==> src/rtl/md_divider_pkg.sv <==
// rtl/md_divider_pkg.sv - shared state encodings, default width and DIV/DIVU function codes
// Imported by md_divider and md_div_step; the execute stage uses the function codes to drive is_signed.
package md_divider_pkg;

   localparam int DIV_WIDTH_DEFAULT = 32;

   typedef enum logic [1:0] {
      DIVST_IDLE = 2'd0,
      DIVST_CALC = 2'd1,
      DIVST_FIX  = 2'd2,
      DIVST_DONE = 2'd3
   } div_state_e;

   localparam logic [5:0] FUNCT_DIV  = 6'h1A;
   localparam logic [5:0] FUNCT_DIVU = 6'h1B;

   function automatic logic funct_is_signed_div(input logic [5:0] funct);
      return funct == FUNCT_DIV;
   endfunction

endpackage

==> src/rtl/md_div_step.sv <==
// rtl/md_div_step.sv - one combinational radix-2 restoring-division iteration
// Shifts {rem, q} left by one and keeps the trial subtraction when it does not go negative.
module md_div_step
   import md_divider_pkg::*;
#(
   parameter int WIDTH = DIV_WIDTH_DEFAULT
) (
   input  logic [WIDTH-1:0] rem_i,
   input  logic [WIDTH-1:0] q_i,
   input  logic [WIDTH-1:0] divisor_i,
   output logic [WIDTH-1:0] rem_o,
   output logic [WIDTH-1:0] q_o
);

   logic [WIDTH:0] shifted;
   logic [WIDTH:0] trial;

   // rem < divisor holds on entry, so the trial always fits in WIDTH+1 bits
   assign shifted = {rem_i, q_i[WIDTH-1]};
   assign trial   = shifted - {1'b0, divisor_i};

   assign rem_o = trial[WIDTH] ? shifted[WIDTH-1:0] : trial[WIDTH-1:0];
   assign q_o   = {q_i[WIDTH-2:0], ~trial[WIDTH]};

endmodule

==> src/rtl/md_divider.sv <==
// rtl/md_divider.sv - iterative radix-2 restoring divider producing LO (quotient) and HI (remainder)
// Optional MD_DIV_CANCEL_EN adds a cancel port that aborts an operation in CALC or FIX.
module md_divider
   import md_divider_pkg::*;
#(
   parameter int WIDTH = DIV_WIDTH_DEFAULT
) (
   input  logic             clk,
   input  logic             reset,
   input  logic             start,
   input  logic             is_signed,
   input  logic [WIDTH-1:0] dividend,
   input  logic [WIDTH-1:0] divisor,
`ifdef MD_DIV_CANCEL_EN
   input  logic             cancel,
`endif
   output logic             busy,
   output logic             done,
   output logic [WIDTH-1:0] quotient,
   output logic [WIDTH-1:0] remainder,
   output logic             div_by_zero
);

   localparam int CNT_W = (WIDTH > 1) ? $clog2(WIDTH) : 1;
   localparam logic [CNT_W-1:0] CNT_LAST = CNT_W'(WIDTH - 1);

   div_state_e       state_q, state_d;
   logic [CNT_W-1:0] cnt_q, cnt_d;
   logic             sgn_q, sgn_d;
   logic             qneg_q, qneg_d;
   logic             rneg_q, rneg_d;
   logic [WIDTH-1:0] rem_q, rem_d;
   logic [WIDTH-1:0] quo_q, quo_d;
   logic [WIDTH-1:0] dvs_q, dvs_d;
   logic [WIDTH-1:0] dvd_raw_q, dvd_raw_d;
   logic [WIDTH-1:0] quot_out_q, quot_out_d;
   logic [WIDTH-1:0] rem_out_q, rem_out_d;
   logic             dbz_q, dbz_d;

   logic [WIDTH-1:0] dvd_mag;
   logic [WIDTH-1:0] dvs_mag;
   logic [WIDTH-1:0] step_rem;
   logic [WIDTH-1:0] step_q;
   logic [WIDTH-1:0] q_fix;
   logic [WIDTH-1:0] r_fix;

   // 0x80000000 negates to itself, which is the correct unsigned magnitude
   assign dvd_mag = (is_signed && dividend[WIDTH-1]) ? -dividend : dividend;
   assign dvs_mag = (is_signed && divisor[WIDTH-1])  ? -divisor  : divisor;

   assign q_fix = (sgn_q && qneg_q) ? -quo_q : quo_q;
   assign r_fix = (sgn_q && rneg_q) ? -rem_q : rem_q;

   md_div_step #(
      .WIDTH(WIDTH)
   ) u_step (
      .rem_i    (rem_q),
      .q_i      (quo_q),
      .divisor_i(dvs_q),
      .rem_o    (step_rem),
      .q_o      (step_q)
   );

   always_comb begin
      state_d    = state_q;
      cnt_d      = cnt_q;
      sgn_d      = sgn_q;
      qneg_d     = qneg_q;
      rneg_d     = rneg_q;
      rem_d      = rem_q;
      quo_d      = quo_q;
      dvs_d      = dvs_q;
      dvd_raw_d  = dvd_raw_q;
      quot_out_d = quot_out_q;
      rem_out_d  = rem_out_q;
      dbz_d      = dbz_q;

      case (state_q)
         DIVST_IDLE: begin
            if (start) begin
               sgn_d     = is_signed;
               qneg_d    = dividend[WIDTH-1] ^ divisor[WIDTH-1];
               rneg_d    = dividend[WIDTH-1];
               quo_d     = dvd_mag;
               dvs_d     = dvs_mag;
               dvd_raw_d = dividend;
               rem_d     = '0;
               cnt_d     = '0;
               state_d   = DIVST_CALC;
            end
         end
         DIVST_CALC: begin
            rem_d = step_rem;
            quo_d = step_q;
            cnt_d = cnt_q + 1'b1;
            if (cnt_q == CNT_LAST) begin
               state_d = DIVST_FIX;
            end
         end
         DIVST_FIX: begin
            // the divisor magnitude is zero exactly when the divisor was zero
            if (dvs_q == '0) begin
               quot_out_d = '1;
               rem_out_d  = dvd_raw_q;
               dbz_d      = 1'b1;
            end else begin
               quot_out_d = q_fix;
               rem_out_d  = r_fix;
               dbz_d      = 1'b0;
            end
            state_d = DIVST_DONE;
         end
         DIVST_DONE: begin
            state_d = DIVST_IDLE;
         end
         default: begin
            state_d = DIVST_IDLE;
         end
      endcase

`ifdef MD_DIV_CANCEL_EN
      if (cancel && (state_q == DIVST_CALC || state_q == DIVST_FIX)) begin
         state_d    = DIVST_IDLE;
         quot_out_d = quot_out_q;
         rem_out_d  = rem_out_q;
         dbz_d      = dbz_q;
      end
`endif
   end

   always_ff @(posedge clk) begin
      if (reset) begin
         state_q    <= DIVST_IDLE;
         cnt_q      <= '0;
         sgn_q      <= 1'b0;
         qneg_q     <= 1'b0;
         rneg_q     <= 1'b0;
         rem_q      <= '0;
         quo_q      <= '0;
         dvs_q      <= '0;
         dvd_raw_q  <= '0;
         quot_out_q <= '0;
         rem_out_q  <= '0;
         dbz_q      <= 1'b0;
      end else begin
         state_q    <= state_d;
         cnt_q      <= cnt_d;
         sgn_q      <= sgn_d;
         qneg_q     <= qneg_d;
         rneg_q     <= rneg_d;
         rem_q      <= rem_d;
         quo_q      <= quo_d;
         dvs_q      <= dvs_d;
         dvd_raw_q  <= dvd_raw_d;
         quot_out_q <= quot_out_d;
         rem_out_q  <= rem_out_d;
         dbz_q      <= dbz_d;
      end
   end

   assign busy        = (state_q != DIVST_IDLE);
   assign done        = (state_q == DIVST_DONE);
   assign quotient    = quot_out_q;
   assign remainder   = rem_out_q;
   assign div_by_zero = dbz_q;

endmodule

==> config.mk <==
export PLATFORM = sky130hd
export DESIGN_NAME = md_divider
export DESIGN_NICKNAME = d
export VERILOG_FILES = /design/src/rtl/md_divider_pkg.sv /design/src/rtl/md_div_step.sv /design/src/rtl/md_divider.sv
export SDC_FILE = /design/constraint.sdc
export NUM_CORES = 1
export LEC_CHECK = 0
export CAP_MARGIN = 30
export CORE_UTILIZATION = 50
export DETAILED_ROUTE_END_ITERATION = 8
export PLACE_DENSITY = 0.75
export SYNTH_ARGS = -nofsm -noshare
export SYNTH_HDL_FRONTEND = slang
export SYNTH_SLANG_ARGS = --single-unit
==> constraint.sdc <==
create_clock -name clk -period 2.7 [get_ports clk]
set_input_delay 0.405 -clock clk [delete_from_list [all_inputs] [get_ports clk]]
set_output_delay 0.405 -clock clk [all_outputs]
set_load 0.02 [all_outputs]
* Yosys cells after proc, flatten, opt, wreduce, memory -nomap -nowiden
Cells that the tools add are included.
** Cells by class
- Divide/modulo/power cells :: 0
- $lt $le $gt $ge :: 0
- Reduce and logical (&&, ||, !) cells :: 11
- Shift operators :: 0
- $mul :: 0
- Equality and inequality tests :: 6
- Add/sub/neg operators :: 6
- Bitwise logic cells :: 2
- Muxes and demuxes :: 17
** Operator list (number)
- 32-bit two-way mux :: 9
- 32-bit negation :: 4
- 32-bit one-hot mux with 2 select lines :: 2
- 33-bit by 32-bit subtractor with 33-bit output :: 1
- 32-bit zero test :: 1
- 5-bit one-hot mux with 2 select lines :: 1
- 2-bit one-hot mux with 4 select lines :: 1
- 2-bit AND reduction :: 3
- 5-bit by 1-bit adder with 5-bit output, second input constant :: 1
- 5-bit == test, second input constant :: 1
- 5-bit two-way mux :: 1
- 2-bit == test, second input constant :: 2
- 1-bit logical AND :: 4
- 2-bit two-way mux :: 2
- 2-bit != test, second input constant :: 2
- 2-bit nonzero test :: 2
- 2-bit by 1-bit == test with 1-bit output, second input constant :: 1
- 2-bit zero test :: 1
- 1-bit two-way mux :: 1
- 1-bit inverter :: 1
- 1-bit XOR :: 1
** Word-level totals
- Logic and storage cells :: 54
- Memory bits (read-only) :: 0
- Latch bits :: 0
- Input bits :: 68
- Memory bits (writable) :: 0
- Bits in registers :: 203
- Output and inout port bits :: 67
- Memories :: 0

* Longest topological paths before layout
Gate-level depths: netlist of the first run.
- Word-level depth :: 4
- Depth in mapped cells :: 13
- Mapped depth without buffers :: 12

* Hierarchy
From an unflattened synthesis of the first run, not the netlist that was laid out.
** Second synthesis, totals
- Cell total of the unflattened synthesis :: 1620
- Area, all modules :: 12776.0 µm²
** Modules (own cells, without submodules)
- md_divider :: sequential area each 4043.9 µm², times used 1, area each 10287.4 µm², cells each 1278
- md_div_step :: sequential area each 0.0 µm², times used 1, area each 2488.6 µm², cells each 342

* Worst setup path after synthesis of the first run
Ideal clock, no wire load.
- Path type :: reg-to-reg
- Start :: register quo_q[31]
- End :: register rem_q[3]
- Path buffers :: 1
- Path slack :: -102 ps
- Period minus slack after synthesis :: 2802 ps
- Library setup time :: 122 ps
- Cell stages (with the launch flop) :: 13
- Data required time :: 2578 ps
- Data arrival time :: 2680 ps
- Path through :: dfxtp_1 > inv_1 > ha_1 > fa_1 > nand2b_1 > a21oi_1 > o211ai_1 > a21oi_1 > o221ai_2 > xnor2_4 > buf_4 > nor2_1 > a221o_1
** Between the ends
- Cells in the longest elaborated chain, start to end :: 3
** Ends and longest elaborated chain
- from (decl) :: line md_divider.sv:33 : logic [WIDTH-1:0] quo_q, quo_d;
- from (signal assigned) :: line md_divider.sv:152 : quo_q <= quo_d;
- 33-bit by 32-bit subtractor with 33-bit output :: line md_div_step.sv:20 : assign trial = shifted - {1'b0, divisor_i};
- 32-bit two-way mux :: line md_div_step.sv:22 : assign rem_o = trial[WIDTH] ? shifted[WIDTH-1:0] : trial[WIDTH-1:0];
- 32-bit one-hot mux with 2 select lines :: line md_divider.sv:78 : case (state_q)
- to (signal assigned) :: line md_divider.sv:151 : rem_q <= rem_d;
- to (decl) :: line md_divider.sv:32 : logic [WIDTH-1:0] rem_q, rem_d;
Every way passes these cells.
A chain may end at the register's enable or synchronous reset.

* Worst setup path in the final report of the first run
- Start :: register quo_q[31]
- End :: register rem_q[1]
The elaborated chain is that of the path after synthesis.

==> flow_metrics.tcl, run 1 <==
set metrics [dict create \
    status "complete, but fails checks" \
    violations "setup timing" \
    grt_setup_unrepaired "yes" \
    routabilityCongestion 0.937 \
    start_util_pct 51.0 \
    synth-edff-count 0 \
    r2r-start "quo_q[31]" \
    port_buffers 134 \
    antenna_found_initial 0 \
    grt_use_total_pct 28.8 \
    synthesis.area_sq_mm 0.0124 \
    worstSkewPairLatency_ps 510 \
    finClkSkew_ps 8.04 \
    hold_class "in2reg" \
    reg2reg_depth 15 \
    netlist_instances 1646 \
    grt_pass1_wl_mm 60.0 \
    cts-hold-fix-buffers 0 \
    cts_root_buffer "clkbuf_16" \
    worstMarginPinSlew_ps 750 \
    area.growth.synth_to_final_pct 36.1 \
    ff_latch_area_sq_mm 0.00406 \
    crit_type "reg2reg" \
    regToRegEndpoint "rem_q[1]" \
    multi_input_area_sq_mm 0.00821 \
    ys_seq_elements 202 \
    cts_tree "done" \
    fin_tns_setup_ps -1260 \
    fin_nets 2036 \
    drt_iter0_markers 1064 \
    dieArea_sq_mm 0.0254 \
    final_common_cell "nand2_1" \
    p_seq_share_pct 29.7 \
    dieWidth_microns 159 \
    synth_warnings 0 \
    ios 135 \
    fmax_ghz 0.355 \
    worstPathRequired_ps 3110 \
    yosys_most_used_dff "dfxtp_1" \
    yosys.cell_types.count 73 \
    drt-wirelength-per-cell_microns 17.0 \
    cts_max_level 1 \
    synth_nets 1757 \
    vias 13000 \
    hold_path_end "quo_q[22]" \
    syn_avg_cell_area_sq_um 7.51 \
    grt_max_degree 95 \
    die_y_microns 159 \
    cp-start-kind "register" \
    slew_headroom_pct 49.6 \
    ant_nets 0 \
    pre_cts_slack_ps -479 \
    numClockSinks 202 \
    worstHoldStart "reset" \
    cts_buffers 23 \
    p_clk_share_pct 22.9 \
    antenna_cells 0 \
    min_delay_path_depth 2 \
    power_frac_comb_pct 47.4 \
    core-area_sq_mm 0.0242 \
    overflow 0 \
    dp_cells 2208 \
    hpwl_mm 28.0 \
    timing.final.crit_period_ps 2820 \
    drv_cap 0 \
    holdWs_ps 277 \
    layout_common_cells "243 x nand2_1, 213 x buf_4, 192 x dfxtp_1" \
    internal_power_mw 8.59 \
    viasPerCell 5.72 \
    switching_share_pct 39.6 \
    hold_viol_final 0 \
    p_sw_mw 5.62 \
    fp-row-count 57 \
    post-route-drc-count 0 \
    cts_max_path_buffers 3 \
    ys_seq_area_share_pct 32.7 \
    ir_drop_mv 1.10 \
    final_max_slew_viol_count 0 \
    endpoint_kind "register" \
    leakage_nw 6.51 \
    fin_ws_ps -117 \
    powerDensity_mw_per_mm2 845 \
    synth-async-reset-ratio_pct 0 \
    drive_gt1_share_pct 19.1 \
    setup_viol 19 \
    fillers 1987 \
    drt-total-wl_mm 38.6 \
    drtPass1Iterations 6 \
    crit_fanout 7 \
    post-route-period-util_pct 104 \
    path_clk_slew_ps 60 \
    rrSetupSlack_ps -120 \
    stdcell_count 2265 \
    cp.arrival_ps 3220 \
    grt_pass1_vias 11800 \
]
==> kinds of logic (layout without fill, tap and decap cells) <==
family,count (synthesis),after routing,synth area share [%]
simple gates,595,595,21.4
compound gates,458,458,22.5
flops,202,202,32.7
buf+inv,162,457,5.10
xor+xnor,140,140,10.1
mux,46,46,3.73
fa+ha+maj,43,43,4.41
==> synthesized netlist by cell type, types with 3 or more instances <==
cell type    n  area (sq um)
nand2_1    246           923
dfxtp_1    202          4040
nor2_1     193           724
a21oi_1    155           776
o21ai_0     99           495
clkbuf_1    80           300
xnor2_1     79           692
xor2_1      60           526
inv_1       59           221
mux2i_1     46           460
ha_1        42           526
a211oi_1    35           263
nor3_1      32           160
o22ai_1     31           194
o21ai_1     24           120
nand2b_1    23           144
nor4_1      19           119
a31oi_1     14          87.6
o211ai_1    13          97.6
a21o_1      12          90.1
a311oi_1    12           105
nand3_1     12          60.1
or4_1       12          90.1
o31ai_1     11          82.6
and3_1      10          62.6
or3_1       10          62.6
buf_1        9          33.8
o21a_1       9          67.6
buf_2        8          40.0
and2_1       7          43.8
o41ai_1      6          52.6
nand4_1      5          31.3
nor2b_1      5          31.3
clkbuf_2     4          20.0
a221oi_1     3          26.3
a22o_1       3          26.3
a2bb2oi_1    3          26.3
nand3b_1     3          22.5
o31a_1       3          26.3
==> critical path: stages (launching register included) <==
cell,delay [ps]
dfxtp_2,330
inv_2,50
ha_4,160
fa_2,340
nand2b_4,160
a21oi_4,140
o211ai_1,170
a21oi_2,280
o221ai_4,180
xnor2_4,160
buf_12,150
buf_12,130
buf_16,140
nor2_2,80
a21oi_1,40
a22o_1,180
==> per-layer routing <==
metal / share of wire (%) / wire length, microns / GRT usage, % / up-vias
li1: - / - / - / 6307
met1: 45 / 17200 / 40.0 / 6080
met2: 46 / 17800 / 47.3 / 497
met3: 6.6 / 2530 / 3.15 / 80
met4: 2.6 / 1020 / 8.00 / 0
met5: 0 / 0 / 0 / -
==> layout make-up <==
type | count | share of cell area (%)
Timing Repair Buffer | 357 | 18.7
Clock inverter | 9 | 0.744
Inverter | 59 | 1.32
Clock buffer | 32 | 3.92
Sequential cell | 202 | 24.1
Tap cell | 324 | 2.41
Multi-Input combinational cell | 1282 | 48.8
==> power groups by stage <==
stage | clock network (mW) | registers (mW) | logic (mW)
after floorplan | 0 | 4.37 | 3.69
after global placement | 0 | 4.22 | 6.15
after detailed placement | 0 | 4.25 | 6.24
after CTS | 3.27 | 4.20 | 6.45
after global routing | 3.41 | 4.31 | 7.32
final | 3.26 | 4.22 | 6.73
==> worst max-delay path by stage <==
stage / from / endpoint / slack [ps] / depth (start not counted)
floorplan: quo_q[31] / rem_q[1] / -7 / 12
global placement: dividend[5] / quo_q[31] / -360 / 9
detailed placement: dividend[10] / quo_q[31] / -480 / 10
CTS: quo_q[31] / rem_q[6] / -60 / 13
global route: quo_q[31] / rem_q[1] / -220 / 15
finish: quo_q[31] / rem_q[1] / -120 / 15
==> registers in the layout, summed over array words and instances, names as in the netlist <==
register and cells:
dvs_q 32, quo_q 32, quotient 32, rem_q 32
remainder 32, dvd_raw_q 31, cnt_q 5, state_q 2
div_by_zero 1, qneg_q 1, rneg_q 1, sgn_q 1
==> per-stage QoR <==
stage | area, sq um | total power, mW | util [%]
6_report | 16800 | 14.2 | 69.4
4_1_cts | 16400 | 13.9 | 67.6
2_1_floorplan | 12400 | 8.05 | -
3_3_place_gp | 15300 | 10.4 | 63.2
5_1_grt | 16800 | 15.0 | 69.4
3_5_place_dp | 15300 | 10.5 | 63.2
==> timing repair <==
action / CTS / global route
buffers inserted: 7 / 8
endpoints found under the setup margin: 37 / 51
cloned: 2 / 1
pin swaps: 12 / 31
resized for setup: 35 / 88
Note: power is estimated with default switching activity, not from simulation.
==> inputs of run 2 (changes only) <==
Settings changed: CAP_MARGIN 30 to 20, CTS_BUF_LIST from default to sky130_fd_sc_hd__clkbuf_4 sky130_fd_sc_hd__clkbuf_8.
==> run 2 against run 1 <==
The run still ends with setup timing left. Largest cell class unchanged. Combinational power down 1%. Flip-flop and latch count did not move. Cell count is 1.1% higher. Sequential power about the same. First-iteration DRC count shrank 12%. Maximum frequency is 1.9% higher. Largest power group unchanged. Non-clock buffer count increased by 2. Die area unchanged. Worst setup slack better by 51 ps.
==> flow_metrics.tcl, run 2 (synthesis gave the netlist of run 1 again) <==
set metrics [dict create \
    status "complete, but fails checks" \
    violations "setup timing" \
    cts_buffers 37 \
    drt-wirelength-per-cell_microns 16.6 \
    grt_setup_unrepaired "yes" \
    worstPathRequired_ps 3100 \
    p_seq_share_pct 30.3 \
    area.growth.synth_to_final_pct 34.5 \
    antenna_found_initial 0 \
    worstSkewPairLatency_ps 530 \
    cts_root_buffer "clkbuf_8" \
    slew_headroom_pct 48.6 \
    overflow 0 \
    endpoint_kind "register" \
    fin_ws_ps -65.8 \
    post-route-drc-count 0 \
    slowest_stage "dfxtp_2" \
    crit_type "reg2reg" \
    viasPerCell 5.63 \
    pre_cts_slack_ps -479 \
    drtPass1Iterations 5 \
    p_clk_share_pct 22.2 \
    crit_fanout 7 \
    path_clk_slew_ps 60 \
    setup_viol 18 \
    cts_tree "done" \
    holdWs_ps 266 \
    drt-total-wl_mm 38.0 \
    internal_power_mw 8.39 \
    numClockSinks 202 \
    power_frac_comb_pct 47.5 \
    finClkSkew_ps 24.6 \
    worstMarginPinSlew_ps 764 \
    final_common_cell "nand2_1" \
    post-route-period-util_pct 102 \
    ir_drop_mv 1.15 \
    powerDensity_mw_per_mm2 839 \
    hpwl_mm 28.0 \
    grt_pass1_vias 12000 \
    hold_class "in2reg" \
    switching_share_pct 39.9 \
    start_util_pct 51.0 \
    cp-start-kind "register" \
    critPathLaunch "quo_q[31]" \
    routabilityCongestion 0.937 \
    layout_common_cells "245 x nand2_1, 219 x buf_4, 196 x dfxtp_1" \
    fin_nets 2052 \
    core-area_sq_mm 0.0242 \
    dieArea_sq_mm 0.0254 \
    worstHoldStart "reset" \
    fillers 2012 \
    p_sw_mw 5.57 \
    dp_cells 2208 \
    grt_max_degree 95 \
    stdcell_count 2290 \
    antenna_cells 0 \
    crit_chain "inv_2 > ha_4 > fa_2 > nand2b_4 > a21oi_4 > o211ai_1 > a21oi_2 > o221ai_4 > xnor2_4 > buf_12 > buf_16 > nor2_1 > a21oi_1 > a22o_1" \
    drt_iter0_markers 940 \
    vias 12900 \
    final_util_pct 68.6 \
    grt_pass1_wl_mm 60.1 \
    r2r-start "quo_q[31]" \
    critPathMaxStageDelay_ps 340 \
    grt_use_total_pct 28.9 \
    hold_viol_final 0 \
    p_total_mw 14.0 \
    fp-row-count 57 \
    ant_nets 0 \
    ios 135 \
    final_max_slew_viol_count 0 \
    port_buffers 134 \
    die_y_microns 159 \
    dieWidth_microns 159 \
    leakage_nw 6.50 \
    timing.final.crit_period_ps 2770 \
    drv_cap 0 \
    cts_max_path_buffers 3 \
    drive_gt1_share_pct 19.0 \
    cts_max_level 2 \
    cp.arrival_ps 3170 \
    fmax_ghz 0.362 \
]
[run 2: cell count changes in the layout (fill, tap and decap cells not counted), moves of 5 or more]
cell       before  now
o21ai_0        85   93
clkbuf_16      24    0
clkbuf_4        0    9
clkbuf_8        5   48
o21ai_1        34   29
buf_4         213  219
[run 2: per-stage QoR]
step	cell area (sq um)	setup TNS, ps
floorplan	12400	-44.9
global placement	15300	-6390
detailed placement	15300	-10740
CTS	16300	-1280
global route	16600	-4570
finish	16600	-455
[run 2: final timing paths]
| check | endpoint | slack, ps | depth (start not counted) |
|---|---|---|---|
| worst min-delay path | quo_q[16] | 270 | 2 |
| worst max register to register | rem_q[0] | -70 | 14 |
| worst max-delay path | rem_q[0] | -70 | 14 |
| worst min register to register | dvd_raw_q[27] | 460 | 2 |
[run 2: repair_timing]
item | 4_1_cts | 5_1_grt
gates cloned | 2 | 1
setup buffers | 6 | 10
hold buffers | 0 | 0
gates resized for setup | 29 | 48
setup endpoints to repair | 38 | 48
pin swaps | 9 | 21
[run 2: layer usage]
layer / share of wire (%) / track usage (%) / vias up / wire (microns)
li1: - / - / 6352 / -
met1: 45 / 38.9 / 6042 / 17200
met2: 46 / 47.5 / 450 / 17600
met3: 6.7 / 4.90 / 55 / 2550
met4: 1.8 / 8.26 / 0 / 697
met5: 0 / 0 / - / 0
[run 2: power by group through the flow]
stage / registers, mW / logic (mW) / clock network (mW)
2_1_floorplan: 4.37 / 3.69 / 0
3_3_place_gp: 4.22 / 6.15 / 0
3_5_place_dp: 4.25 / 6.24 / 0
4_1_cts: 4.20 / 6.42 / 3.14
5_1_grt: 4.31 / 7.23 / 3.29
6_report: 4.22 / 6.63 / 3.10
[run 2: layout make-up]
class | count | area, sq um | area share, %
Multi-Input combinational cell | 1282 | 8050 | 48.4
Inverter | 59 | 221 | 1.33
Tap cell | 324 | 405 | 2.44
Clock buffer | 57 | 728 | 4.38
Clock inverter | 7 | 65.1 | 0.391
Timing Repair Buffer | 359 | 3110 | 18.7
Sequential cell | 202 | 4050 | 24.4
[run 2: critical path, delay by kind of cell (launching register included)]
family                     cells  cell delay [ps]
AOI/OAI and AO/OA              6              980
xor gates and xnor gates       1              190
adders and majority gates      2              500
buffers and inverters          3              350
DFF                            1              340
and+or+nand+nor                2              270
==> inputs of run 3 (changes only) <==
Settings changed: CORE_MARGIN from default to 2.
==> run 3 against run 2 <==
The flow still finishes with violations (setup timing). Sequential share of layout area about the same. Sequential power about the same. Maximum frequency decreased by 1.7%. Die area grew 2.5%. Combinational power hardly changed. Critical endpoint is now rem_q[10]. Largest power group unchanged. Highest routed layer unchanged.
==> flow_metrics.tcl, run 3 (synthesis gave the netlist of run 1 again) <==
set metrics [dict create \
    leakage_nw 6.47 \
    grt.met3_usage_pct 3.11 \
    vias 13000 \
    reg2reg_depth 13 \
    hpwl_mm 28.1 \
    cts_buffers 36 \
    worstMarginPinSlew_ps 648 \
    status "complete, but fails checks" \
    drt-total-wl_mm 38.8 \
    endpoint "rem_q[10]" \
    gr-usage-met1_pct 39.5 \
    crit_type "reg2reg" \
    path_clk_slew_ps 60 \
    drt-wirelength-per-cell_microns 17.0 \
    viasPerCell 5.71 \
    drtPass1Iterations 5 \
    grt_use_total_pct 28.4 \
    numClockSinks 202 \
    final_max_slew_viol_count 0 \
    place_area_sq_mm 0.0153 \
    violations "setup timing" \
    die_y_microns 161 \
    regToRegEndpoint "rem_q[10]" \
    post-route-drc-count 0 \
    cts_max_level 2 \
    cp.arrival_ps 3210 \
    grt_pass1_vias 12200 \
    antenna_cells 0 \
    grt_pass1_wl_mm 60.7 \
    cts-hold-fix-buffers 0 \
    slew_headroom_pct 56.4 \
    finClkSkew_ps 40.9 \
    grt_setup_unrepaired "yes" \
    layout_common_cells "244 x nand2_1, 212 x buf_4, 196 x dfxtp_1" \
    fin_ws_ps -114 \
    powerDensity_mw_per_mm2 833 \
    grt_max_degree 112 \
    port_buffers 134 \
    hold_viol_final 0 \
    holdWs_ps 317 \
    timing.final.crit_period_ps 2810 \
    fp-row-count 57 \
    core-area_sq_mm 0.0243 \
    start_util_pct 50.8 \
    area.growth.synth_to_final_pct 34.4 \
    setup_viol 24 \
    ios 135 \
    cts_tree "done" \
    critPathLaunch "quo_q[31]" \
    ir_drop_mv 0.938 \
    dieWidth_microns 161 \
    r2r-start "quo_q[31]" \
    met2_usage_pct 47.3 \
    crit_fanout 7 \
    fin_nets 2049 \
    fin_area_sq_mm 0.0166 \
    drive_gt1_share_pct 19.2 \
    drt_iter0_markers 1023 \
    fmax_ghz 0.355 \
    final_common_cell "nand2_1" \
    antenna_found_initial 0 \
    ant_nets 0 \
    rrSetupSlack_ps -110 \
    routabilityCongestion 0.930 \
    top_usage_layer "met2" \
    endpoint_kind "register" \
    cts_root_buffer "clkbuf_8" \
    drv_cap 0 \
    post-route-period-util_pct 104 \
    cp-start-kind "register" \
    cts_max_path_buffers 3 \
    dieArea_sq_mm 0.0260 \
    overflow 0 \
    worstSkewPairLatency_ps 540 \
    hold_class "in2reg" \
    worstPathRequired_ps 3090 \
]
## run 3: cell types whose count changed in the layout (fill, tap and decap cells not counted), sizes merged
cell / change
buf: -3
clkbuf: -4
clkinv: -1
clkinvlp: -1
inv: +1
## run 3: worst min path at each step
| stage | startpoint | endpoint | cells after the start |
|---|---|---|---|
| 4_1_cts | reset | quotient[1] | 2 |
| 2_1_floorplan | dvd_raw_q[0] | dvd_raw_q[0] | 2 |
| 3_3_place_gp | dvd_raw_q[2] | dvd_raw_q[2] | 2 |
| 5_1_grt | reset | remainder[20] | 2 |
| 6_report | reset | quotient[1] | 2 |
| 3_5_place_dp | dvd_raw_q[16] | dvd_raw_q[16] | 2 |
## run 3: power by group
part / internal [mW] / switching, mW / total (mW)
sequential: 3.66 / 0.591 / 4.25
combinational: 2.91 / 3.73 / 6.64
clock: 1.67 / 1.28 / 2.95
total: 8.24 / 5.60 / 13.8
## run 3: layer usage
layer  vias up  part of all wire (%)
met5         -                     0
met4         0                   1.7
met3        58                   6.3
met2       482                    47
met1      6167                    45
li1       6325                     -
## run 3: metrics by stage
step	std cells	TNS (ps)	utilization (%)	worst slack [ps]	power, mW
after floorplan	1646	-44.9	-	-6.94	8.05
after global placement	2208	-7110	63.0	-358	10.3
after detailed placement	2208	-10130	63.0	-395	10.5
after CTS	2274	-2.61	67.0	-2.61	13.6
after global routing	2282	-5350	68.3	-243	14.7
final	2282	-1420	68.3	-114	13.8
## run 3: final cells by class
cell class              instances  area (sq um)
clock inverters                 6          61.3
repair buffers                357          3140
fillers                      2003          7700
multi-input cells            1282          8070
inverters                      59           221
well taps                     324           405
clock buffers                  52           666
flip-flops and latches        202          4050
## run 3: timing repair
item,CTS,global route
endpoints found under the setup margin,35,48
setup buffers,6,8
gates resized for setup,30,66
pin swaps,10,23
cloned,2,1
## run 3: critical path, cell delays in order, from the launching register on
cell and delay [ps]:
dfxtp_2 340, inv_2 60, ha_4 160, fa_2 330, nand2b_4 160, a21oi_4 130, o211ai_1 160, a21oi_2 290
o221ai_4 180, xnor2_4 240, buf_6 170, clkbuf_16 170, mux2i_1 200, o21ai_1 80
